==> config.mk <==
export PLATFORM = sky130hd
export DESIGN_NAME = residue
export DESIGN_NICKNAME = d
export VERILOG_FILES = /design/src/rtl/residue.sv
export SDC_FILE = /design/constraint.sdc
export NUM_CORES = 1
export LEC_CHECK = 0
export ABC_AREA = 1
export CORE_UTILIZATION = 45
export DETAILED_ROUTE_END_ITERATION = 7
export DONT_BUFFER_PORTS = 1
export SLEW_MARGIN = 20
export SYNTH_ARGS = -nofsm -noshare
export SYNTH_HDL_FRONTEND = slang
export SYNTH_SLANG_ARGS = --single-unit
==> constraint.sdc <==
create_clock -name clk -period 7.7 [get_ports clk]
set_input_delay 0.77 -clock clk [delete_from_list [all_inputs] [get_ports clk]]
set_output_delay 0.77 -clock clk [all_outputs]
set_load 0.05 [all_outputs]
==> src/rtl/residue.sv <==
// Multi-word residue 2^nn mod M by bit-serial double-and-reduce.
// Word 0 is the most significant word; M is read from the shared modulus memory.
module residue (
  input  logic        clk,
  input  logic        reset,
  input  logic        calculate,
  output logic        ready,
  input  logic [7:0]  length,
  input  logic [13:0] nn,
  output logic [7:0]  opm_addr,
  input  logic [31:0] opm_data,
  output logic [7:0]  res_addr,
  input  logic [31:0] res_rd_data,
  output logic [31:0] res_wr_data,
  output logic        res_we
);

  typedef enum logic [3:0] {
    S_IDLE, S_INIT, S_CMP_A, S_CMP_D, S_SUB_A, S_SUB_D, S_SHL_A, S_SHL_D, S_DONE
  } state_t;

  state_t      state_reg, state_next;
  logic [7:0]  addr_reg, addr_next;
  logic [7:0]  len_reg, len_next;
  logic [13:0] rem_reg, rem_next;
  // Borrow during SUB, shifted-out bit during SHIFT.
  logic        flag_reg, flag_next;

  logic [7:0]  last_idx;
  logic        last_word;
  logic        first_word;
  logic        rem_zero;
  logic [32:0] sub_full;

  assign last_idx   = len_reg - 8'd1;
  assign last_word  = (addr_reg == last_idx);
  assign first_word = (addr_reg == 8'd0);
  assign rem_zero   = (rem_reg == 14'd0);
  assign sub_full   = {1'b0, res_rd_data} - {1'b0, opm_data} - {32'd0, flag_reg};

  always_ff @(posedge clk or posedge reset) begin
    if (reset) begin
      state_reg <= S_IDLE;
      addr_reg  <= 8'd0;
      len_reg   <= 8'd0;
      rem_reg   <= 14'd0;
      flag_reg  <= 1'b0;
    end else begin
      state_reg <= state_next;
      addr_reg  <= addr_next;
      len_reg   <= len_next;
      rem_reg   <= rem_next;
      flag_reg  <= flag_next;
    end
  end

  always_comb begin
    state_next = state_reg;
    addr_next  = addr_reg;
    len_next   = len_reg;
    rem_next   = rem_reg;
    flag_next  = flag_reg;
    case (state_reg)
      S_IDLE: begin
        if (calculate) begin
          len_next   = length;
          rem_next   = nn;
          addr_next  = 8'd0;
          flag_next  = 1'b0;
          state_next = (length == 8'd0) ? S_DONE : S_INIT;
        end
      end
      S_INIT: begin
        if (last_word) begin
          addr_next  = 8'd0;
          state_next = S_CMP_A;
        end else begin
          addr_next = addr_reg + 8'd1;
        end
      end
      S_CMP_A: state_next = S_CMP_D;
      S_CMP_D: begin
        if ((res_rd_data > opm_data) || ((res_rd_data == opm_data) && last_word)) begin
          addr_next  = last_idx;
          flag_next  = 1'b0;
          state_next = S_SUB_A;
        end else if (res_rd_data < opm_data) begin
          addr_next  = rem_zero ? 8'd0 : last_idx;
          flag_next  = 1'b0;
          state_next = rem_zero ? S_IDLE : S_SHL_A;
        end else begin
          addr_next  = addr_reg + 8'd1;
          state_next = S_CMP_A;
        end
      end
      S_SUB_A: state_next = S_SUB_D;
      S_SUB_D: begin
        flag_next = sub_full[32];
        if (first_word) begin
          addr_next  = rem_zero ? 8'd0 : last_idx;
          flag_next  = 1'b0;
          state_next = rem_zero ? S_IDLE : S_SHL_A;
        end else begin
          addr_next  = addr_reg - 8'd1;
          state_next = S_SUB_A;
        end
      end
      S_SHL_A: state_next = S_SHL_D;
      S_SHL_D: begin
        flag_next = res_rd_data[31];
        if (first_word) begin
          rem_next = rem_reg - 14'd1;
          // A bit carried out of the top word means res >= 2^(32*length) > M.
          if (res_rd_data[31]) begin
            addr_next  = last_idx;
            flag_next  = 1'b0;
            state_next = S_SUB_A;
          end else begin
            addr_next  = 8'd0;
            state_next = S_CMP_A;
          end
        end else begin
          addr_next  = addr_reg - 8'd1;
          state_next = S_SHL_A;
        end
      end
      S_DONE: begin
        addr_next  = 8'd0;
        state_next = S_IDLE;
      end
      default: state_next = S_IDLE;
    endcase
  end

  always_comb begin
    ready       = (state_reg == S_IDLE);
    res_addr    = addr_reg;
    opm_addr    = addr_reg;
    res_we      = 1'b0;
    res_wr_data = 32'd0;
    case (state_reg)
      S_INIT: begin
        res_we      = 1'b1;
        res_wr_data = last_word ? 32'd1 : 32'd0;
      end
      S_SUB_D: begin
        res_we      = 1'b1;
        res_wr_data = sub_full[31:0];
      end
      S_SHL_D: begin
        res_we      = 1'b1;
        res_wr_data = {res_rd_data[30:0], flag_reg};
      end
      default: ;
    endcase
  end

endmodule

==> reports/results.ini, run 1 <==
[run_status]
outcome = finished, final reports clean

[synthesis]
muxShareOfSynthArea_pct = 0
synth_async_sr_flop_share_pct = 100
synthAdderAreaFrac_pct = 19.2
synth.distinct_cells = 51
ys.flop_type = dfrtp_1
synth_nets = 1288
netlist_area_um2 = 6660
ys_top_cells_by_area = ha_1, dfrtp_1, inv_1
synth_edf_count = 0
synth_top_family_by_area = simple AND/OR/NAND/NOR gates
yosys.area.top_type_share_pct = 18.6
yosysTopAreaCell = ha_1
synth_compound_area_share_pct = 20.6
synthXorXnorAreaFrac_pct = 2.23
yosys.area_share.simple_pct = 29.1
ys_seq_area_share_pct = 13.1
synth-seq-cells = 35
ys_warn_count = 0
synthCells = 1098
syn_area_per_cell_um2 = 6.07

[drt]
avgViaCountPerCell = 5.33
route.detailed.drc = 0
vias = 6768
post_drt_wl_per_cell_um = 15.0
postRouteAntennaNets = 0
dr.pass1.iters = 8
routed_wirelength_mm = 19.1
drtIter0Drc = 462

[finish]
nFillCells = 1590
final_nets = 1275
final_area_um2 = 6940
drive_above_1_share_pct = 4.51
n_antenna_cell = 0
multi_input_comb_area_um2 = 4740
layout_common_cells = inv_1, nand2_1, ha_1
largest_reg_flops = 14
regArea_um2 = 876
synthToLayoutAreaGrowth_pct = 4.15
final_util_pct = 47.9

[sta]
finalHoldViolations = 0
fin_crit_ns = 4.56
slew_violations = 0
period_share_pct = 59.2
fmax_mhz = 220
finalSetupTns_ns = 0
skew_ns = 0.00554
maxSlewHeadroom_pct = 23.7
setup_ws_ns = 3.14
worstMarginPinSlew_ns = 1.16
setup_violations = 0
rsz0062_at_grt = no

[floorplan]
fp.dieArea_um2 = 15300
die_h_um = 124
die_w_um = 124
row_count = 44
core_um2 = 14500
floorplan.initialDensity_pct = 46.0
pin_count = 139

[clock_network]
clkLatencyLatePin_ns = 0.28
h-tree-depth = 2
tritoncts = done
post_cts_buffers = 0
cts_resized = 0
clk_pin_slew_ns = 0.06
root_buffer = clkbuf_16
holdBufCountCts = 0
clock_path_buffers = 2
clock_sinks = 35
cts_made_buffers = 5

[worst_setup_path]
r2r_slack_ns = 4.75
cp-endpoint = res_wr_data[20]
arrival_ns = 3.79
r2r_end = rem_reg[5]$_DFFE_PP0P_
rr_worst_depth = 8
path_max_fanout = 5
start_kind = input port
r2r_start = opm_addr[5]$_DFFE_PP0P_
crit_type = input port to output port
cp.required_ns = 6.93
end_kind = output port
crit_start = opm_data[0]

[global_route]
grt_max_degree = 44
gr-usage-met1_pct = 34.7
top_usage_layer = met2
grtUsageTotal_pct = 24.7
grt_pass1_wl_mm = 29.8
grt_pass1_vias = 6127
met3_usage_pct = 6.41
grt_util_met2_pct = 38.1
gr-total-overflow = 0
antenna_found_initial = 0

[flow_run]
drv_cap = 0

[placement]
io_buffers = 0
place_area_um2 = 6780
place_hpwl_mm = 15.2
pre_cts_slack_ns = 3.20
place_congestion = 0.936

[power]
fin_total_pwr_mw = 0.729
vdd_drop_max_mv = 0.0665
p_leak_nw = 3.64
power.density_nw_per_um2 = 105

[min_path]
hold_path_class = input port to async pin

[per-layer routing]
layer,share of wire [%],routed length (um)
met1,49,9400
met2,41,7830
met3,8.5,1630
met4,1.2,237
met5,0,0
[power by group]
| group | switching, mW | internal, mW | total [mW] | leakage (nW) |
|---|---|---|---|---|
| Clock | 0.0762 | 0.138 | 0.214 | 0.0772 |
| Sequential | 0.00172 | 0.187 | 0.188 | 0.395 |
| Combinational | 0.211 | 0.116 | 0.326 | 3.17 |
[Yosys cell counts, drive strengths merged (2+ instances only)]
master and count:
o22ai 21, a21oi 89, nor2 102, o21a 4, a31oi 4, o21bai 3
nor3 18, inv 231, ha 99, dfrtp 35, a21boi 3, xnor2 3
o21ai 96, xor2 14, nor4 2, nand3 65, o211ai 6, o221ai 2
fa 2, nand2 227, nand4 21, nand3b 3, a21o 8, o31ai 2
clkbuf 13, buf 16
[cell type report]
class | count | area share, %
tap | 184 | 3.32
clock buffer | 8 | 2.25
timing repair buffer | 9 | 0.974
inverter | 231 | 12.5
multi-input combinational | 803 | 68.3
sequential | 35 | 12.6
[cell families after synthesis]
family | after synthesis
AOI/OAI and AO/OA | 245
xor gates and xnor gates | 17
adders and majority gates | 101
buffers and inverters | 260
DFF | 35
and+or+nand+nor | 440
[through the flow]
step	hold slack (ns)	std cells
after floorplan	0.453	1098
after global placement	0.479	1262
after detailed placement	0.486	1262
after CTS	0.499	1270
after global routing	0.525	1270
final	0.493	1270
[critical path: stages]
cell and delay, ns:
inv_1 0.03, fa_1 0.46, fa_1 0.41, inv_1 0.08
nand2_1 0.06, a21oi_1 0.24, o21ai_2 0.15, a21boi_0 0.27
o21bai_1 0.21, nand2_1 0.10, nand2_1 0.07, nand2_1 0.06
nand2_1 0.05, o21ai_1 0.80
[worst min path at each step]
| stage | slack (ns) | end | startpoint | cells after the start |
|---|---|---|---|---|
| global route | 0.52 | rem_reg[7]$_DFFE_PP0P_ | rem_reg[7]$_DFFE_PP0P_ | 2 |
| CTS | 0.50 | rem_reg[7]$_DFFE_PP0P_ | rem_reg[7]$_DFFE_PP0P_ | 2 |
| floorplan | 0.45 | rem_reg[7]$_DFFE_PP0P_ | rem_reg[7]$_DFFE_PP0P_ | 2 |
| finish | 0.49 | opm_addr[1]$_DFFE_PP0P_ | reset | 2 |
| detailed placement | 0.49 | rem_reg[7]$_DFFE_PP0P_ | rem_reg[7]$_DFFE_PP0P_ | 2 |
| global placement | 0.48 | rem_reg[7]$_DFFE_PP0P_ | rem_reg[7]$_DFFE_PP0P_ | 2 |
(Power assumes the default switching activity.)
==> run 2: changes to the inputs <==
- clock period: 7.7 -> 3.65 ns (I/O delays scaled with it)
==> run 2 against run 1 <==
  * Setup slack got worse by 2.9 ns
  * Flip-flop and latch count unchanged
  * Design area increased by 5.3%
  * Clock-buffer cell count unchanged
  * Clock power increased by 110%
  * Critical path depth decreased by 1
  * Critical path type is now register to output port
  * Critical endpoint is now res_wr_data[12]
==> reports/results.ini, run 2 (synthesized netlist as in run 1, its figures left out) <==
[run_status]
outcome = finished, final reports clean

[drt]
postRouteAntennaNets = 0  ; unchanged
drtIter0Drc = 670  ; +45%
routed_wirelength_mm = 19.3  ; +1.3%
route.detailed.drc = 0  ; unchanged
dr.pass1.iters = 5  ; -3
post_drt_wl_per_cell_um = 14.8  ; -1.4%
vias = 6945  ; +2.6%
avgViaCountPerCell = 5.32  ; -0.14%

[worst_setup_path]
start_kind = register
worstPathCellList = inv_1 -> fa_1 -> fa_1 -> inv_1 -> nand2_1 -> a21oi_2 -> o21ai_2 -> a21boi_1 -> o21bai_1 -> a21oi_1 -> o21ai_0 -> o21ai_1 -> buf_12
cp.required_ns = 3.28  ; -3.65 ns
arrival_ns = 3.02  ; -0.77 ns
path_max_fanout = 5  ; unchanged
crit_type = register to output port
slowest_stage = fa_1
worst_path_largest_cell_delay_ns = 0.41  ; -0.39 ns
end_kind = output port

[finish]
final_util_pct = 50.5  ; +2.5 points
n_antenna_cell = 0  ; unchanged
layout_common_cells = inv_1, nand2_1, ha_1
drive_above_1_share_pct = 7.58  ; +3.1 points
largest_reg_flops = 14  ; unchanged
final_area_um2 = 7310  ; +5.3%
synthToLayoutAreaGrowth_pct = 9.65
final_nets = 1310  ; +2.7%
nFillCells = 1533  ; -3.6%

[placement]
place_hpwl_mm = 15.5  ; +1.9%
place_area_um2 = 7150  ; +5.3%
pre_cts_slack_ns = 0.407  ; -2.79 ns
place_congestion = 0.930  ; -0.56%
io_buffers = 0  ; unchanged

[sta]
whs_ns = 0.0736  ; -0.420 ns
finalHoldViolations = 0  ; unchanged
maxSlewHeadroom_pct = 27.9  ; +4.2 points
skew_ns = 0.00493  ; -0.000608 ns
setup_violations = 0  ; unchanged
fin_crit_ns = 3.39
slew_violations = 0  ; unchanged
rsz0062_at_grt = no
period_share_pct = 92.8
worstMarginPinSlew_ns = 1.07  ; -0.0869 ns
finalSetupTns_ns = 0  ; unchanged
fmax_mhz = 295
setup_ws_ns = 0.264  ; -2.88 ns

[global_route]
grt_pass1_vias = 6254  ; +2.1%
grtUsageTotal_pct = 25.4  ; +0.61 points
grt_pass1_wl_mm = 30.5  ; +2.3%
gr-total-overflow = 0  ; unchanged
antenna_found_initial = 1  ; +1
grt_max_degree = 43  ; -2.3%

[clock_network]
clock_path_buffers = 2  ; unchanged
cts_made_buffers = 5  ; unchanged
clkLatencyLatePin_ns = 0.28  ; about the same
holdBufCountCts = 0  ; unchanged
clk_pin_slew_ns = 0.06  ; about the same
h-tree-depth = 2  ; unchanged
post_cts_buffers = 0  ; unchanged
cts_resized = 0  ; unchanged
tritoncts = done
root_buffer = clkbuf_16
clock_sinks = 35  ; unchanged

[floorplan]
floorplan.initialDensity_pct = 46.0  ; unchanged
row_count = 44  ; unchanged
die_h_um = 124  ; unchanged
fp.dieArea_um2 = 15300  ; unchanged
pin_count = 139  ; unchanged
core_um2 = 14500  ; unchanged
die_w_um = 124  ; unchanged

[power]
power.density_nw_per_um2 = 212  ; +100%
vdd_drop_max_mv = 0.158  ; +140%
p_leak_nw = 3.85  ; +5.8%

[min_path]
hold_path_class = input port to async pin

[flow_run]
drv_cap = 0  ; unchanged

==> run 2: cell count changes in the layout (fill, tap and decap cells not counted), sizes merged <==
cell,previous run,this run
buf,9,44
==> run 2: worst paths after layout <==
kind                                              from                 endpoint  slack [ns]  cells after the start
worst max-delay path              flag_reg$_DFFE_PP0P_          res_wr_data[12]        0.26                     13
worst min-delay path                             reset  rem_reg[13]$_DFFE_PP0P_        0.07                      2
worst max register to register    flag_reg$_DFFE_PP0P_     flag_reg$_DFFE_PP0P_        1.05                     15
worst min register to register  rem_reg[7]$_DFFE_PP0P_   rem_reg[7]$_DFFE_PP0P_        0.50                      2
max in group asynchronous                        reset   len_reg[5]$_DFFE_PP0P_        3.23                      2
min in group clk                             length[4]   len_reg[4]$_DFFE_PP0P_        0.24                      2
==> run 2: critical path, delay by kind of cell (launching register included) <==
family | cells | cell delay [ns]
AOI/OAI and AO/OA | 7 | 1.21
adders and majority gates | 2 | 0.81
buffers and inverters | 3 | 0.32
DFF | 1 | 0.34
and+or+nand+nor | 1 | 0.07
==> run 2: power breakdown <==
part,internal [mW],leakage (nW),switching [mW]
clock network,0.291,0.0772,0.165
registers,0.394,0.395,0.00350
logic,0.245,3.38,0.452
==> run 2: per-stage QoR <==
stage | total power, mW | cells
after floorplan | 0.928 | 1098
after global placement | 1.09 | 1297
after detailed placement | 1.09 | 1297
after CTS | 1.55 | 1305
after global routing | 1.67 | 1305
final | 1.55 | 1305
==> run 2: layout make-up <==
cell class                 instances  area (um2)  area share (%)
tap                              184         230            3.15
timing repair buffer              44         430            5.89
sequential                        35         876            12.0
clock buffer                       8         156            2.14
multi-input combinational        803        4750            65.0
inverter                         231         867            11.9
==> run 2: metal layers <==
| layer | up-vias | wire [um] | GRT usage, % | share of wire (%) |
|---|---|---|---|---|
| met4 | 0 | 148 | 3.31 | 0.77 |
| li1 | 3613 | - | - | - |
| met5 | - | 0 | 0 | 0 |
| met3 | 17 | 1790 | 7.51 | 9.3 |
| met1 | 3063 | 9450 | 35.9 | 49 |
| met2 | 252 | 7940 | 38.5 | 41 |
==> run 3: changes to the inputs <==
- MAX_ROUTING_LAYER: default -> met4
- RECOVER_POWER: default -> 50
==> run 3 against run 2 <==
  * The run now ends with max-capacitance violations, max-slew violations left
  * Non-clock buffer count stayed put
  * Sequential power is essentially flat
  * Die area unchanged
  * Via count decreased by 0.36%
  * Maximum frequency decreased by 0.28%
  * Wire length increased by 0.74%
  * Largest power group unchanged
==> reports/results.ini, run 3 (synthesized netlist as in run 1, its figures left out) <==
[sta]
maxSlewHeadroom_pct = -36.4  ; -64 points
fin_crit_ns = 3.40  ; +0.00959 ns
fmax_mhz = 294  ; -0.28%
period_share_pct = 93.0  ; +0.26 points
finalSetupTns_ns = 0  ; unchanged
worstMarginPinSlew_ns = 2.05  ; +0.971 ns
slew_violations = 43  ; +43
skew_ns = 0.00330  ; -0.00163 ns
rsz0062_at_grt = no
finalHoldViolations = 0  ; unchanged
setup_violations = 0  ; unchanged

[drt]
routed_wirelength_mm = 19.5  ; +0.74%
vias = 6920  ; -0.36%
drtIter0Drc = 582  ; -13%
avgViaCountPerCell = 5.30  ; -0.36%
post_drt_wl_per_cell_um = 14.9  ; +0.74%
postRouteAntennaNets = 0  ; unchanged
dr.pass1.iters = 6  ; +1
route.detailed.drc = 0  ; unchanged

[finish]
final_nets = 1310  ; unchanged
n_antenna_cell = 0  ; unchanged
final_common_cell = nand2_1
largest_reg_flops = 14  ; unchanged
synthToLayoutAreaGrowth_pct = 9.05
layout_common_cells = nand2_1, inv_1, ha_1
drive_above_1_share_pct = 6.60  ; -0.98 points

[worst_setup_path]
cp_common_cell = nand2_1
cp.required_ns = 3.28  ; about the same
path_max_fanout = 5  ; unchanged
worstPathCellList = inv_1 -> fa_1 -> inv_1 -> ha_1 -> inv_1 -> nand2_1 -> nand2_1 -> nand2_1 -> a21boi_2 -> nor2_1 -> nor2_1 -> o21ai_1 -> nand2_1 -> nand2_1 -> nand2_1 -> nand2_1 -> o21ai_1 -> buf_4
worst_path_largest_cell_delay_ns = 0.50  ; +0.09 ns
slowest_stage = fa_1
start_kind = register
arrival_ns = 3.03  ; about the same
crit_type = register to output port
cp.buffers_inverters = 4  ; +1
cp_top_family = simple AND/OR/NAND/NOR gates
end_kind = output port

[clock_network]
root_buffer = clkbuf_16
clock_path_buffers = 2  ; unchanged
clock_sinks = 35  ; unchanged
clkLatencyLatePin_ns = 0.28  ; about the same
post_cts_buffers = 0  ; unchanged
tritoncts = done
cts_made_buffers = 5  ; unchanged
h-tree-depth = 2  ; unchanged
clk_pin_slew_ns = 0.06  ; about the same

[floorplan]
fp.dieArea_um2 = 15300  ; unchanged
pin_count = 139  ; unchanged
row_count = 44  ; unchanged
core_um2 = 14500  ; unchanged
floorplan.initialDensity_pct = 46.0  ; unchanged
die_w_um = 124  ; unchanged
die_h_um = 124  ; unchanged

[run_status]
violations = max-capacitance violations, max-slew violations
outcome = finished with violations

[global_route]
grt_pass1_wl_mm = 30.8  ; +1.0%
antenna_found_initial = 0  ; -1
grt_pass1_vias = 6355  ; +1.6%
grtUsageTotal_pct = 26.3  ; +0.98 points
grt_max_degree = 43  ; unchanged
gr-total-overflow = 0  ; unchanged

[placement]
place_hpwl_mm = 15.6  ; +0.63%
io_buffers = 0  ; unchanged
place_congestion = 0.936  ; +0.60%

[power]
vdd_drop_max_mv = 0.148  ; -6.1%
power.density_nw_per_um2 = 214  ; +0.64%
p_leak_nw = 3.81  ; -0.98%
fin_total_pwr_mw = 1.55  ; about the same

[min_path]
hold_path_class = input port to register

[flow_run]
drv_cap = 3  ; +3

run 3: cell types whose count changed in the layout (fill, tap and decap cells not counted), sizes merged:
cell | previous run | this run
clkbuf | 8 | 18
buf | 44 | 34
run 3: layout make-up:
class,instances,area [um2]
sequential,35,876
multi-input combinational,803,4740
fill,1559,7210
clock buffer,8,156
timing repair buffer,44,393
inverter,231,867
tap,184,230
run 3: worst paths after layout:
check | slack (ns) | cells past startpoint | to | startpoint
min in group asynchronous | 0.70 | 2 | rem_reg[11]$_DFFE_PP0P_ | reset
max in group asynchronous | 1.76 | 2 | opm_addr[5]$_DFFE_PP0P_ | reset
worst min register to register | 0.51 | 2 | rem_reg[7]$_DFFE_PP0P_ | rem_reg[7]$_DFFE_PP0P_
worst min-delay path | 0.24 | 2 | len_reg[4]$_DFFE_PP0P_ | length[4]
worst max-delay path | 0.25 | 18 | res_wr_data[23] | flag_reg$_DFFE_PP0P_
worst max register to register | 0.55 | 9 | rem_reg[5]$_DFFE_PP0P_ | opm_addr[7]$_DFFE_PP0P_
run 3: routing by layer:
layer | global-route usage, % | part of all wire (%)
met5 | - | 0
met3 | 6.14 | 8.8
met2 | 38.3 | 41
met1 | 37.2 | 49
met4 | 4.22 | 0.87
run 3: what timing repair did:
item,4_1_cts,5_1_grt
gates resized for setup,0,2
endpoints found under the setup margin,0,3
hold buffers,0,0
endpoints found under the hold margin,0,0
run 3: power breakdown:
part | switching (mW) | leakage (nW) | internal (mW) | total [mW]
Sequential | 0.00363 | 0.395 | 0.394 | 0.397
Combinational | 0.452 | 3.34 | 0.244 | 0.696
Clock | 0.167 | 0.0772 | 0.291 | 0.458
run 3: stage by stage:
stage | utilization, % | std cells | cell area (um2) | setup slack (ns) | hold WS (ns)
detailed placement | 49.4 | 1297 | 7150 | 0.388 | 0.405
CTS | 50.4 | 1305 | 7300 | 0.145 | 0.101
global placement | 49.4 | 1297 | 7150 | 0.477 | 0.404
global route | 50.2 | 1305 | 7270 | 0.0390 | 0.252
floorplan | - | 1098 | 6660 | 0.0329 | 0.453
finish | 50.2 | 1305 | 7270 | 0.254 | 0.243
